**src/rtl/sent_config_bank_if.sv**
```systemverilog
// Bus bundle for sent_config_bank: UDP receive stream, per-channel config handshake,
// flattened bank outputs and error/statistics reporting.
interface sent_config_bank_if #(
    parameter int CH_NUM = 8,
    parameter int CNT_W  = 16
);
    logic [31:0]          rx_axis_udp_tdata;
    logic                 rx_axis_udp_tvalid;
    logic                 rx_axis_udp_tlast;
    logic [CH_NUM-1:0]    cfg_vld;
    logic [CH_NUM-1:0]    cfg_rdy;
    logic [CH_NUM*8-1:0]  sent_ctick_len;
    logic [CH_NUM*8-1:0]  sent_ltick_len;
    logic [CH_NUM*2-1:0]  sent_pause_mode;
    logic [CH_NUM*16-1:0] sent_pause_len;
    logic [CH_NUM-1:0]    sent_crc_mode;
    logic [CH_NUM*4-1:0]  sent_status_nibble;
    logic [CH_NUM*3-1:0]  sent_data_len;
    logic [CH_NUM*24-1:0] sent_data_nibble;
    logic [3:0]           err_flags;
    logic                 err_clr;
    logic [CNT_W-1:0]     cfg_ok_cnt;
    logic [CNT_W-1:0]     cfg_err_cnt;

    modport slave (
        input  rx_axis_udp_tdata, rx_axis_udp_tvalid, rx_axis_udp_tlast, cfg_rdy, err_clr,
        output cfg_vld, sent_ctick_len, sent_ltick_len, sent_pause_mode, sent_pause_len,
               sent_crc_mode, sent_status_nibble, sent_data_len, sent_data_nibble,
               err_flags, cfg_ok_cnt, cfg_err_cnt
    );

    modport master (
        output rx_axis_udp_tdata, rx_axis_udp_tvalid, rx_axis_udp_tlast, cfg_rdy, err_clr,
        input  cfg_vld, sent_ctick_len, sent_ltick_len, sent_pause_mode, sent_pause_len,
               sent_crc_mode, sent_status_nibble, sent_data_len, sent_data_nibble,
               err_flags, cfg_ok_cnt, cfg_err_cnt
    );
endinterface

```
**src/rtl/sent_config_bank.sv**
```systemverilog
// SENT parameter frame parser feeding a per-channel config bank with valid/ready
// hand-off, broadcast support, sticky error flags and saturating statistics.
module sent_config_bank #(
    parameter int         ID_SENT_PARAM = 2,
    parameter int         CH_NUM        = 8,
    parameter logic [7:0] BCAST_IDX     = 8'hFF,
    parameter int         CNT_W         = 16
) (
    input logic               clk,
    input logic               rst_n,
    sent_config_bank_if.slave bus
);
    typedef struct packed {
        logic [7:0]  ctick;
        logic [7:0]  ltick;
        logic [1:0]  pmode;
        logic [15:0] plen;
        logic        crc;
        logic [3:0]  status;
        logic [2:0]  dlen;
        logic [23:0] data;
    } cfg_t;

    typedef enum logic [2:0] {IDLE, W1, W2, W3, EXTRA, DROP} state_t;

    function automatic logic [CNT_W-1:0] sat_inc(input logic [CNT_W-1:0] v);
        return (&v) ? v : v + CNT_W'(1);
    endfunction

    function automatic logic out_of_range(input cfg_t c);
        logic bad;
        bad = (c.ctick < 8'd3) || (c.ctick > 8'd90) || (c.ltick < 8'd4) ||
              (c.pmode == 2'd3) || (c.dlen == 3'd0) || (c.dlen > 3'd6);
        if ((c.pmode != 2'd0) && ((c.plen < 16'd12) || (c.plen > 16'd768))) bad = 1'b1;
        return bad;
    endfunction

    logic [31:0] in_data_q;
    logic        in_vld_q;
    logic        in_last_q;

    state_t      state_q;
    cfg_t        stage_q;
    logic [7:0]  stage_ch_q;
    cfg_t        rec_q;
    logic [7:0]  rec_ch_q;
    logic        rec_vld_q;
    logic        len_err_q;

    cfg_t              bank_q [CH_NUM];
    cfg_t              bank_d [CH_NUM];
    logic [CH_NUM-1:0] cfg_vld_q, cfg_vld_d;
    logic [3:0]        err_q, err_d;
    logic [CNT_W-1:0]  ok_q, ok_d;
    logic [CNT_W-1:0]  errc_q, errc_d;

    always_ff @(posedge clk or negedge rst_n) begin
        if (!rst_n) begin
            in_data_q <= '0;
            in_vld_q  <= 1'b0;
            in_last_q <= 1'b0;
        end else begin
            in_data_q <= bus.rx_axis_udp_tdata;
            in_vld_q  <= bus.rx_axis_udp_tvalid;
            in_last_q <= bus.rx_axis_udp_tlast;
        end
    end

    // Frame FSM: staging collects words 0..2; the commit record is a separate copy so
    // the next frame can start filling staging while the previous one is validated.
    always_ff @(posedge clk or negedge rst_n) begin
        if (!rst_n) begin
            state_q    <= IDLE;
            stage_q    <= '0;
            stage_ch_q <= '0;
            rec_q      <= '0;
            rec_ch_q   <= '0;
            rec_vld_q  <= 1'b0;
            len_err_q  <= 1'b0;
        end else begin
            rec_vld_q <= 1'b0;
            len_err_q <= 1'b0;
            if (in_vld_q) begin
                case (state_q)
                    IDLE: begin
                        if (in_data_q[23:16] == 8'(ID_SENT_PARAM)) begin
                            stage_ch_q <= in_data_q[15:8];
                            if (!in_last_q) state_q <= W1;
                        end else if (!in_last_q) begin
                            state_q <= DROP;
                        end
                    end
                    W1: begin
                        stage_q.ctick      <= in_data_q[31:24];
                        stage_q.ltick      <= in_data_q[23:16];
                        stage_q.pmode      <= in_data_q[9:8];
                        stage_q.plen[15:8] <= in_data_q[7:0];
                        len_err_q          <= in_last_q;
                        state_q            <= in_last_q ? IDLE : W2;
                    end
                    W2: begin
                        stage_q.plen[7:0] <= in_data_q[31:24];
                        stage_q.crc       <= in_data_q[16];
                        stage_q.status    <= in_data_q[11:8];
                        stage_q.dlen      <= in_data_q[2:0];
                        len_err_q         <= in_last_q;
                        state_q           <= in_last_q ? IDLE : W3;
                    end
                    W3: begin
                        rec_q      <= stage_q;
                        rec_q.data <= in_data_q[31:8];
                        rec_ch_q   <= stage_ch_q;
                        rec_vld_q  <= in_last_q;
                        state_q    <= in_last_q ? IDLE : EXTRA;
                    end
                    EXTRA: begin
                        if (in_last_q) begin
                            len_err_q <= 1'b1;
                            state_q   <= IDLE;
                        end
                    end
                    DROP: if (in_last_q) state_q <= IDLE;
                    default: state_q <= IDLE;
                endcase
            end
        end
    end

    logic chan_err, range_err, rec_ok, overrun;

    always_comb begin
        chan_err  = rec_vld_q && (32'(rec_ch_q) >= CH_NUM) && (rec_ch_q != BCAST_IDX);
        range_err = rec_vld_q && !chan_err && out_of_range(rec_q);
        rec_ok    = rec_vld_q && !chan_err && !range_err;
        overrun   = 1'b0;
        cfg_vld_d = cfg_vld_q & ~bus.cfg_rdy;
        for (int i = 0; i < CH_NUM; i++) begin
            bank_d[i] = bank_q[i];
            if (rec_ok && ((rec_ch_q == BCAST_IDX) || (rec_ch_q == 8'(i)))) begin
                bank_d[i]    = rec_q;
                cfg_vld_d[i] = 1'b1;
                // A pending config consumed this same cycle is not an overrun.
                if (cfg_vld_q[i] && !bus.cfg_rdy[i]) overrun = 1'b1;
            end
        end
        err_d  = (bus.err_clr ? 4'b0000 : err_q) | {overrun, range_err, chan_err, len_err_q};
        ok_d   = rec_ok ? sat_inc(ok_q) : ok_q;
        errc_d = (chan_err || range_err || len_err_q) ? sat_inc(errc_q) : errc_q;
    end

    always_ff @(posedge clk or negedge rst_n) begin
        if (!rst_n) begin
            for (int i = 0; i < CH_NUM; i++) bank_q[i] <= '0;
            cfg_vld_q <= '0;
            err_q     <= '0;
            ok_q      <= '0;
            errc_q    <= '0;
        end else begin
            for (int i = 0; i < CH_NUM; i++) bank_q[i] <= bank_d[i];
            cfg_vld_q <= cfg_vld_d;
            err_q     <= err_d;
            ok_q      <= ok_d;
            errc_q    <= errc_d;
        end
    end

    for (genvar g = 0; g < CH_NUM; g++) begin : g_out
        assign bus.sent_ctick_len[8*g +: 8]      = bank_q[g].ctick;
        assign bus.sent_ltick_len[8*g +: 8]      = bank_q[g].ltick;
        assign bus.sent_pause_mode[2*g +: 2]     = bank_q[g].pmode;
        assign bus.sent_pause_len[16*g +: 16]    = bank_q[g].plen;
        assign bus.sent_crc_mode[g]              = bank_q[g].crc;
        assign bus.sent_status_nibble[4*g +: 4]  = bank_q[g].status;
        assign bus.sent_data_len[3*g +: 3]       = bank_q[g].dlen;
        assign bus.sent_data_nibble[24*g +: 24]  = bank_q[g].data;
    end

    assign bus.cfg_vld     = cfg_vld_q;
    assign bus.err_flags   = err_q;
    assign bus.cfg_ok_cnt  = ok_q;
    assign bus.cfg_err_cnt = errc_q;
endmodule

```
**src/flat_wrapper.sv**
```systemverilog
// flat-port wrapper written by rule: the top's interface ports become plain ports
module sent_config_bank_flat 
#(
    parameter int         ID_SENT_PARAM = 2,
    parameter int         CH_NUM        = 8,
    parameter logic [7:0] BCAST_IDX     = 8'hFF,
    parameter int         CNT_W         = 16
)
  (clk, rst_n, bus_rx_axis_udp_tdata, bus_rx_axis_udp_tvalid, bus_rx_axis_udp_tlast, bus_cfg_rdy, bus_err_clr, bus_cfg_vld, bus_sent_ctick_len, bus_sent_ltick_len, bus_sent_pause_mode, bus_sent_pause_len, bus_sent_crc_mode, bus_sent_status_nibble, bus_sent_data_len, bus_sent_data_nibble, bus_err_flags, bus_cfg_ok_cnt, bus_cfg_err_cnt);
  sent_config_bank_if #(.CH_NUM(CH_NUM), .CNT_W(CNT_W)) bus_i ();
  input logic clk;
  input logic rst_n;
  input wire logic [$bits(bus_i.rx_axis_udp_tdata)-1:0] bus_rx_axis_udp_tdata;
  input wire logic [$bits(bus_i.rx_axis_udp_tvalid)-1:0] bus_rx_axis_udp_tvalid;
  input wire logic [$bits(bus_i.rx_axis_udp_tlast)-1:0] bus_rx_axis_udp_tlast;
  input wire logic [$bits(bus_i.cfg_rdy)-1:0] bus_cfg_rdy;
  input wire logic [$bits(bus_i.err_clr)-1:0] bus_err_clr;
  output wire logic [$bits(bus_i.cfg_vld)-1:0] bus_cfg_vld;
  output wire logic [$bits(bus_i.sent_ctick_len)-1:0] bus_sent_ctick_len;
  output wire logic [$bits(bus_i.sent_ltick_len)-1:0] bus_sent_ltick_len;
  output wire logic [$bits(bus_i.sent_pause_mode)-1:0] bus_sent_pause_mode;
  output wire logic [$bits(bus_i.sent_pause_len)-1:0] bus_sent_pause_len;
  output wire logic [$bits(bus_i.sent_crc_mode)-1:0] bus_sent_crc_mode;
  output wire logic [$bits(bus_i.sent_status_nibble)-1:0] bus_sent_status_nibble;
  output wire logic [$bits(bus_i.sent_data_len)-1:0] bus_sent_data_len;
  output wire logic [$bits(bus_i.sent_data_nibble)-1:0] bus_sent_data_nibble;
  output wire logic [$bits(bus_i.err_flags)-1:0] bus_err_flags;
  output wire logic [$bits(bus_i.cfg_ok_cnt)-1:0] bus_cfg_ok_cnt;
  output wire logic [$bits(bus_i.cfg_err_cnt)-1:0] bus_cfg_err_cnt;
  assign bus_i.rx_axis_udp_tdata = bus_rx_axis_udp_tdata;
  assign bus_i.rx_axis_udp_tvalid = bus_rx_axis_udp_tvalid;
  assign bus_i.rx_axis_udp_tlast = bus_rx_axis_udp_tlast;
  assign bus_i.cfg_rdy = bus_cfg_rdy;
  assign bus_i.err_clr = bus_err_clr;
  assign bus_cfg_vld = bus_i.cfg_vld;
  assign bus_sent_ctick_len = bus_i.sent_ctick_len;
  assign bus_sent_ltick_len = bus_i.sent_ltick_len;
  assign bus_sent_pause_mode = bus_i.sent_pause_mode;
  assign bus_sent_pause_len = bus_i.sent_pause_len;
  assign bus_sent_crc_mode = bus_i.sent_crc_mode;
  assign bus_sent_status_nibble = bus_i.sent_status_nibble;
  assign bus_sent_data_len = bus_i.sent_data_len;
  assign bus_sent_data_nibble = bus_i.sent_data_nibble;
  assign bus_err_flags = bus_i.err_flags;
  assign bus_cfg_ok_cnt = bus_i.cfg_ok_cnt;
  assign bus_cfg_err_cnt = bus_i.cfg_err_cnt;
  sent_config_bank #(.ID_SENT_PARAM(ID_SENT_PARAM), .CH_NUM(CH_NUM), .BCAST_IDX(BCAST_IDX), .CNT_W(CNT_W)) u_core (.clk(clk), .rst_n(rst_n), .bus(bus_i));
endmodule
```
**config.mk**
```make
export PLATFORM = sky130hd
export DESIGN_NAME = sent_config_bank_flat
export DESIGN_NICKNAME = d
export VERILOG_FILES = /design/src/rtl/sent_config_bank_if.sv /design/src/rtl/sent_config_bank.sv /design/src/flat_wrapper.sv
export SDC_FILE = /design/constraint.sdc
export NUM_CORES = 1
export LEC_CHECK = 0
export ABC_CLOCK_PERIOD_IN_PS = 7900
export BUFFER_PORTS_ARGS = -buffer_cell sky130_fd_sc_hd__buf_2
export CORE_MARGIN = 4
export CORE_UTILIZATION = 45
export CTS_CLUSTER_SIZE = 16
export DETAILED_ROUTE_END_ITERATION = 10
export GPL_TIMING_DRIVEN = 0
export PLACE_DENSITY = 0.76
export SYNTH_ARGS = -nofsm -noshare
export SYNTH_HDL_FRONTEND = slang
export SYNTH_SLANG_ARGS = --single-unit
export TNS_END_PERCENT = 20
```
**constraint.sdc**
```tcl
create_clock -name clk -period 7.9 [get_ports clk]
set_input_delay 0.395 -clock clk [delete_from_list [all_inputs] [get_ports clk]]
set_output_delay 0.395 -clock clk [all_outputs]
set_load 0.02 [all_outputs]
```
==> results.sh, run 1 <==
export IMPL_result_of_the_run="complete, no violations"
export IMPL_syn2layout_area_growth_pct=25.8
export IMPL_htreeDepth=3
export IMPL_cap_violations=0
export IMPL_post_cts_resized=0
export IMPL_asyncSetResetFlopFracSynth_pct=100
export IMPL_overflow=0
export IMPL_hold_path_class="in -> reg"
export IMPL_critical_path_startpoint_type="flip-flop"
export IMPL_cp_end_kind="flip-flop"
export IMPL_drt_initial_violations=1002
export IMPL_clkSlewWorstSetupHoldPaths_ps=60
export IMPL_layout_drive_gt1_share_pct=55.1
export IMPL_route_antenna_remaining_nets=0
export IMPL_setup_ws_ps=3660
export IMPL_preCtsSetupSlack_ps=3600
export IMPL_pin_count=617
export IMPL_postcts_setup_bufs=0
export IMPL_cts_root_buffer_cell="sky130_fd_sc_hd__clkbuf_16"
export IMPL_routedWlPerCell_um=24.4
export IMPL_setup_worst_path_class="reg -> reg"
export IMPL_synth_enable_flop_cells=0
export IMPL_cts_sinks=735
export IMPL_critical_path_peak_fanout=10
export IMPL_final_hold_violation_count=0
export IMPL_finalCriticalPeriod_ps=4240
export IMPL_floorplan_die_area_mm2=0.0653
export IMPL_floorplan_rows=90
export IMPL_clock_fmax_mhz=236
export IMPL_power_density_cell_area_mw_per_mm2=252
export IMPL_setup_repair_after_global_routing_missed_its_margin="false"
export IMPL_nNetsFinal=2491
export IMPL_ys_types=52
export IMPL_yosys_most_used_dff="sky130_fd_sc_hd__dfrtp_1"
export IMPL_syn_num_nets=1752
export IMPL_port_buffers=616
export IMPL_worstPathArrival_ps=4720
export IMPL_cts_hold_buffers=37
export IMPL_timing_critical_path_required_ps=8380
export IMPL_grt_antenna_before_repair=6
export IMPL_ys_seq_elements=735
export IMPL_synth_top_area_share_pct=66.7
export IMPL_finalWirelength_um=80200
export IMPL_dr_pass1_iters=5
export IMPL_core_region_area_mm2=0.0605
export IMPL_grt_first_pass_wirelength_um=123000
export IMPL_cts_root_to_sink_buffers=3
export IMPL_clk_insertion_delay_late_ps=610
export IMPL_floorplan_die_width_um=256
export IMPL_detail_route_drc_violations=0
export IMPL_syn_avg_cell_area_um2=16.2
export IMPL_syn_area_mm2=0.0276
export IMPL_timing_worst_slew_pin_value_ps=1220
export IMPL_place_gp_congestion=0.856
export IMPL_worst_ir_drop_vdd_v=0.000163
export IMPL_slew_limit_headroom_pct=18.3
export IMPL_maxSlewViolCount=0
export IMPL_grt_pass1_vias=19000
export IMPL_placed_cell_area_mm2=0.0318
export IMPL_final_core_util_pct=57.4
export IMPL_leakage_power_nw=19.5
export IMPL_post_route_period_util_pct=53.6
export IMPL_viasPerCell=5.28
export IMPL_netlist_instances=1705
export IMPL_layout_filler_cells=4779
export IMPL_globalRouteTotalUtil_pct=24.4
export IMPL_clock_tree_from_tritoncts="built"
export IMPL_report_final_setup_viol=0
export IMPL_fin_worst_skew_ps=20.7
export IMPL_stdcell_area_mm2=0.0347
export IMPL_netlist_top_cell_by_area="sky130_fd_sc_hd__dfrtp_1"
export IMPL_grt_max_degree=121
export IMPL_initial_core_util_pct=45.6
export IMPL_synthTopCellsByArea="sky130_fd_sc_hd__dfrtp_1, sky130_fd_sc_hd__mux2_2, sky130_fd_sc_hd__mux2_1"
export IMPL_synth_seq_area_share_pct=66.7
export IMPL_synth_common_cells="sky130_fd_sc_hd__dfrtp_1, sky130_fd_sc_hd__mux2_2, sky130_fd_sc_hd__mux2_1, sky130_fd_sc_hd__clkbuf_1, sky130_fd_sc_hd__buf_2"
export IMPL_synthMostInstantiatedCell="sky130_fd_sc_hd__dfrtp_1"
export IMPL_die_height_um=256
export IMPL_cts_buffers_inserted=76
export IMPL_yosys_warnings=0
export IMPL_detailed_place_hpwl_um=57800
export IMPL_routed_via_count=17400
==> worst max-delay path, cell delays in order (launching register included) <==
cell	delay [ps]
sky130_fd_sc_hd__dfrtp_1	350
sky130_fd_sc_hd__clkbuf_1	290
sky130_fd_sc_hd__or4_1	610
sky130_fd_sc_hd__a2111o_1	400
sky130_fd_sc_hd__o22a_1	280
sky130_fd_sc_hd__nor3b_4	490
sky130_fd_sc_hd__nand2_1	560
sky130_fd_sc_hd__buf_2	430
sky130_fd_sc_hd__buf_2	340
sky130_fd_sc_hd__mux2_2	340
==> sequential cells by signal (all words and copies together) (netlist names), 3 cells and up <==
name and cells:
u_core.bus.sent_pause_len 128, u_core.bus.cfg_vld 8, u_core.bus.sent_ctick_len 64, u_core.stage_ch_q 8, u_core.bus.sent_data_nibble 192, u_core.bus.sent_ltick_len 64
u_core.stage_q 42, u_core.bus.sent_data_len 24, u_core.bus.err_flags 4, u_core.bus.cfg_ok_cnt 16, u_core.rec_ch_q 8, u_core.bus.sent_crc_mode 8
u_core.bus.sent_status_nibble 32, u_core.in_data_q 32, u_core.rec_q 66, u_core.bus.cfg_err_cnt 16, u_core.state_q 3, u_core.bus.sent_pause_mode 16
==> power by group <==
| part | leakage (nW) | internal (W) | total (W) | switching (W) |
|---|---|---|---|---|
| sequential | 10.1 | 0.00402 | 0.00428 | 0.000269 |
| clock | 1.22 | 0.00203 | 0.00353 | 0.00151 |
| combinational | 8.19 | 0.000347 | 0.000937 | 0.000591 |
==> layer usage <==
layer	wire (um)	global-route usage (%)
met1	32600	31.0
met2	39600	41.0
met3	4400	5.29
met4	3450	10.3
met5	34	0
==> metrics by stage <==
step	hold slack, ps	TNS [ps]	cells	total power, W
finish	117	0	3288	0.00876
global route	80.6	0	3287	0.00914
global placement	463	-5936990	3103	0.00522
CTS	63.9	0	3285	0.00885
detailed placement	426	0	3111	0.00528
floorplan	99.4	0	1705	0.00476
==> logic make-up (layout without fill, tap and decap cells) <==
family,after synthesis,after routing,synth area share [%]
adder cells (fa/ha/maj),2,2,0.0907
XOR/XNOR,29,29,0.921
other,0,3,0
multiplexers,647,647,26.7
flip-flops,735,735,66.7
AO/OA/AOI/OAI,44,44,1.16
AND/OR/NAND/NOR,125,125,2.46
buffers and inverters,123,921,2.00
==> layout make-up <==
type                    count  area, um2  area share, %
inverters                  14       52.6          0.151
clock buffers             108       2160           6.23
well taps                 782        978           2.82
multi-input cells         847       8650           24.9
diodes                      3       7.51         0.0216
flip-flops and latches    735      18400           53.0
clock inverters            29        307          0.883
plain buffers             109        498           1.44
repair buffers            661       3650           10.5
==> path summary, 6_finish.rpt <==
check | slack, ps | depth (start not counted) | endpoint | from
max in group asynchronous | 5970 | 4 | u_core.bus.sent_pause_len[96] | rst_n
worst max register to register | 3660 | 9 | u_core.bus.sent_data_nibble[145] | u_core.rec_q[47]
worst min-delay path | 120 | 3 | u_core.bus.cfg_vld[5] | bus_cfg_rdy[5]
worst min register to register | 480 | 1 | u_core.stage_q[44] | u_core.in_data_q[4]
min in group asynchronous | 350 | 2 | u_core.bus.sent_pause_len[30] | rst_n
worst max-delay path | 3660 | 9 | u_core.bus.sent_data_nibble[145] | u_core.rec_q[47]
==> cells in the final DEF (no fill, tap or decap), types with 4 or more instances in the layout <==
| cell type | instances |
|---|---|
| sky130_fd_sc_hd__dfrtp_1 | 735 |
| sky130_fd_sc_hd__buf_2 | 652 |
| sky130_fd_sc_hd__mux2_2 | 566 |
| sky130_fd_sc_hd__clkbuf_16 | 76 |
| sky130_fd_sc_hd__clkbuf_1 | 66 |
| sky130_fd_sc_hd__mux2_1 | 63 |
| sky130_fd_sc_hd__dlygate4sd3_1 | 37 |
| sky130_fd_sc_hd__nand2_1 | 24 |
| sky130_fd_sc_hd__mux2_4 | 18 |
| sky130_fd_sc_hd__nor2_1 | 17 |
| sky130_fd_sc_hd__xnor2_1 | 17 |
| sky130_fd_sc_hd__buf_1 | 15 |
| sky130_fd_sc_hd__clkinv_2 | 15 |
| sky130_fd_sc_hd__inv_1 | 14 |
| sky130_fd_sc_hd__nand4_1 | 14 |
| sky130_fd_sc_hd__clkbuf_8 | 14 |
| sky130_fd_sc_hd__xor2_1 | 12 |
| sky130_fd_sc_hd__and3_1 | 11 |
| sky130_fd_sc_hd__nor3_1 | 11 |
| sky130_fd_sc_hd__nand3_1 | 10 |
| sky130_fd_sc_hd__and2_1 | 7 |
| sky130_fd_sc_hd__nor4_1 | 6 |
| sky130_fd_sc_hd__a21oi_1 | 6 |
| sky130_fd_sc_hd__o21ai_0 | 6 |
| sky130_fd_sc_hd__buf_16 | 6 |
| sky130_fd_sc_hd__a21o_1 | 5 |
| sky130_fd_sc_hd__nand2b_1 | 5 |
| sky130_fd_sc_hd__nor2b_1 | 5 |
| sky130_fd_sc_hd__buf_6 | 5 |
| sky130_fd_sc_hd__buf_4 | 5 |
| sky130_fd_sc_hd__inv_6 | 5 |
| sky130_fd_sc_hd__o22ai_1 | 4 |
No activity file was read; power rests on OpenSTA's default activity.
==> run 2: changes to the inputs <==
ABC_CLOCK_PERIOD_IN_PS = 4100   (was 7900)
clock period = 4.1 ns   (was 7.9 ns; I/O delays follow)
==> run 2 against run 1 <==
  * Clock power is 93% higher
  * Cell area is 0.28% higher
  * Wire length hardly changed
  * Critical path type unchanged
  * Cell count is 0.21% higher
==> results.sh, run 2 (synthesis results as in run 1) <==
export IMPL_critical_path_startpoint_type="flip-flop"
export IMPL_cp_end_kind="flip-flop"
export IMPL_layout_cells_most_common="sky130_fd_sc_hd__dfrtp_1"
export IMPL_htreeDepth=3
export IMPL_floorplan_die_width_um=256
export IMPL_cp_num_cells=10
export IMPL_clock_tree_from_tritoncts="built"
export IMPL_largest_reg_flops=192
export IMPL_dr_pass1_iters=4
export IMPL_detailed_place_hpwl_um=57800
export IMPL_layout_drive_gt1_share_pct=55.2
export IMPL_routed_via_count=17400
export IMPL_power_switching_w=0.00456
export IMPL_leakage_power_nw=19.5
export IMPL_critPathMaxStageDelay_ps=590
export IMPL_placed_cell_area_mm2=0.0318
export IMPL_report_final_setup_viol=0
export IMPL_critical_path_reg2reg_endpoint="u_core.bus.sent_data_nibble[6]"
export IMPL_floorplan_rows=90
export IMPL_power_share_switching_pct=27.0
export IMPL_maxSlewViolCount=0
export IMPL_cap_violations=0
export IMPL_grt_peak_use_layer="met2"
export IMPL_combPwrFrac_pct=10.8
export IMPL_worst_ir_drop_vdd_v=0.000314
export IMPL_start_point_of_the_critical_path="u_core.rec_q[56]"
export IMPL_timing_critical_path_required_ps=4590
export IMPL_hold_path_class="in -> async"
export IMPL_fin_worst_skew_ps=20.4
export IMPL_multi_input_logic_area_mm2=0.00867
export IMPL_worstPathArrival_ps=4400
export IMPL_clkSlewWorstSetupHoldPaths_ps=60
export IMPL_preCtsSetupSlack_ps=-196
export IMPL_cts_sinks=735
export IMPL_drt_initial_violations=1038
export IMPL_overflow=0
export IMPL_slew_limit_headroom_pct=34.8
export IMPL_nNetsFinal=2498
export IMPL_timing_worst_slew_pin_value_ps=977
export IMPL_critical_path_s_top_delay_family="buffers and inverters"
export IMPL_cts_root_to_sink_buffers=3
export IMPL_final_hold_violation_count=0
export IMPL_core_region_area_mm2=0.0605
export IMPL_result_of_the_run="complete, no violations"
export IMPL_grt_first_pass_wirelength_um=123000
export IMPL_finalCriticalPeriod_ps=3900
export IMPL_met1_usage_pct=31.0
export IMPL_pin_count=617
export IMPL_cp_cell_sequence="clkbuf_1, nor4_1, a22o_1, a2111oi_2, nand2_1, nor3_4, buf_6, buf_4, buf_2, mux2_2"
export IMPL_routedWlPerCell_um=24.3
export IMPL_route_antenna_remaining_nets=0
export IMPL_r2r_cells=10
export IMPL_setup_ws_ps=196
export IMPL_slowest_stage="sky130_fd_sc_hd__a2111oi_2"
export IMPL_timing_setup_tns_ps=0
export IMPL_timing_critical_path_buf_inv=4
export IMPL_finalWirelength_um=80200
export IMPL_clock_fmax_mhz=256
export IMPL_port_buffers=616
export IMPL_cts_root_buffer_cell="sky130_fd_sc_hd__clkbuf_16"
export IMPL_globalRouteMet3Util_pct=5.28
export IMPL_stdcell_area_mm2=0.0348
export IMPL_seqCellArea_mm2=0.0184
export IMPL_crit_path_end="u_core.bus.sent_data_nibble[6]"
export IMPL_power_sequential_fraction_pct=48.9
export IMPL_layout_filler_cells=4774
export IMPL_place_gp_congestion=0.856
export IMPL_critical_path_peak_fanout=10
export IMPL_power_density_cell_area_mw_per_mm2=485
export IMPL_clkPwrFrac_pct=40.3
export IMPL_setup_repair_after_global_routing_missed_its_margin="true"
export IMPL_cts_buffers_inserted=76
export IMPL_reg2reg_setup_slack_ps=200
export IMPL_viasPerCell=5.27
export IMPL_cellInternalPower_w=0.0123
export IMPL_grt_antenna_before_repair=6
export IMPL_detail_route_drc_violations=0
export IMPL_grt_max_degree=121
export IMPL_layout_common_cells="sky130_fd_sc_hd__dfrtp_1, sky130_fd_sc_hd__buf_2, sky130_fd_sc_hd__mux2_2"
export IMPL_globalRouteTotalUtil_pct=24.5
export IMPL_worst_r2r_startpoint="u_core.rec_q[56]"
export IMPL_post_route_period_util_pct=95.2
export IMPL_clk_insertion_delay_late_ps=610
export IMPL_floorplan_die_area_mm2=0.0653
export IMPL_grt_pass1_vias=19000
export IMPL_die_height_um=256
export IMPL_initial_core_util_pct=45.6
export IMPL_setup_worst_path_class="reg -> reg"
export IMPL_grt_util_met2_pct=41.1
export IMPL_syn2layout_area_growth_pct=26.2
## run 2: routing by layer
metal,wire (um),vias up
li1,-,7520
met1,32600,9080
met2,39700,580
met3,4400,189
met4,3440,6
met5,34,-
## run 2: cell type report
class                      count  share of cell area [%]
sequential                   735                    52.9
multi-input combinational    847                    24.9
timing repair buffer         669                    10.7
clock buffer                 108                    6.21
tap                          782                    2.81
buffer                       108                    1.43
clock inverter                29                   0.881
inverter                      14                   0.151
antenna                        3                  0.0216
## run 2: how the worst min path moves through the flow
stage	end	slack, ps	cells after the start
2_1_floorplan	u_core.bus.cfg_err_cnt[0]	-90	0
5_1_grt	u_core.bus.sent_pause_len[13]	210	2
3_5_place_dp	u_core.bus.sent_status_nibble[2]	240	1
4_1_cts	u_core.bus.sent_status_nibble[22]	160	2
3_3_place_gp	u_core.in_data_q[9]	320	1
6_report	u_core.bus.sent_pause_len[30]	160	2
## run 2: power groups by stage
stage          Clock (W)  Combinational, W  Sequential [W]
3_5_place_dp           0           0.00179         0.00838
5_1_grt          0.00730           0.00200         0.00832
3_3_place_gp           0           0.00171         0.00836
6_report         0.00681           0.00182         0.00826
4_1_cts          0.00697           0.00184         0.00825
2_1_floorplan          0           0.00101         0.00816
## run 2: what timing repair did
action / 4_1_cts / 5_1_grt
resized for setup: 6 / 1
setup endpoints to repair: 92 / 64
buffers inserted: 0 / 1
endpoints found under the hold margin: 121 / 0
gates cloned: 0 / 0
hold buffers: 44 / 0
## run 2: metrics by stage
step | hold slack, ps | cells | util, % | power (W)
floorplan | -90.6 | 1705 | - | 0.00917
global placement | 316 | 3103 | 52.3 | 0.0101
detailed placement | 236 | 3111 | 52.7 | 0.0102
CTS | 163 | 3291 | 57.5 | 0.0171
global route | 207 | 3294 | 57.5 | 0.0176
finish | 164 | 3295 | 57.5 | 0.0169
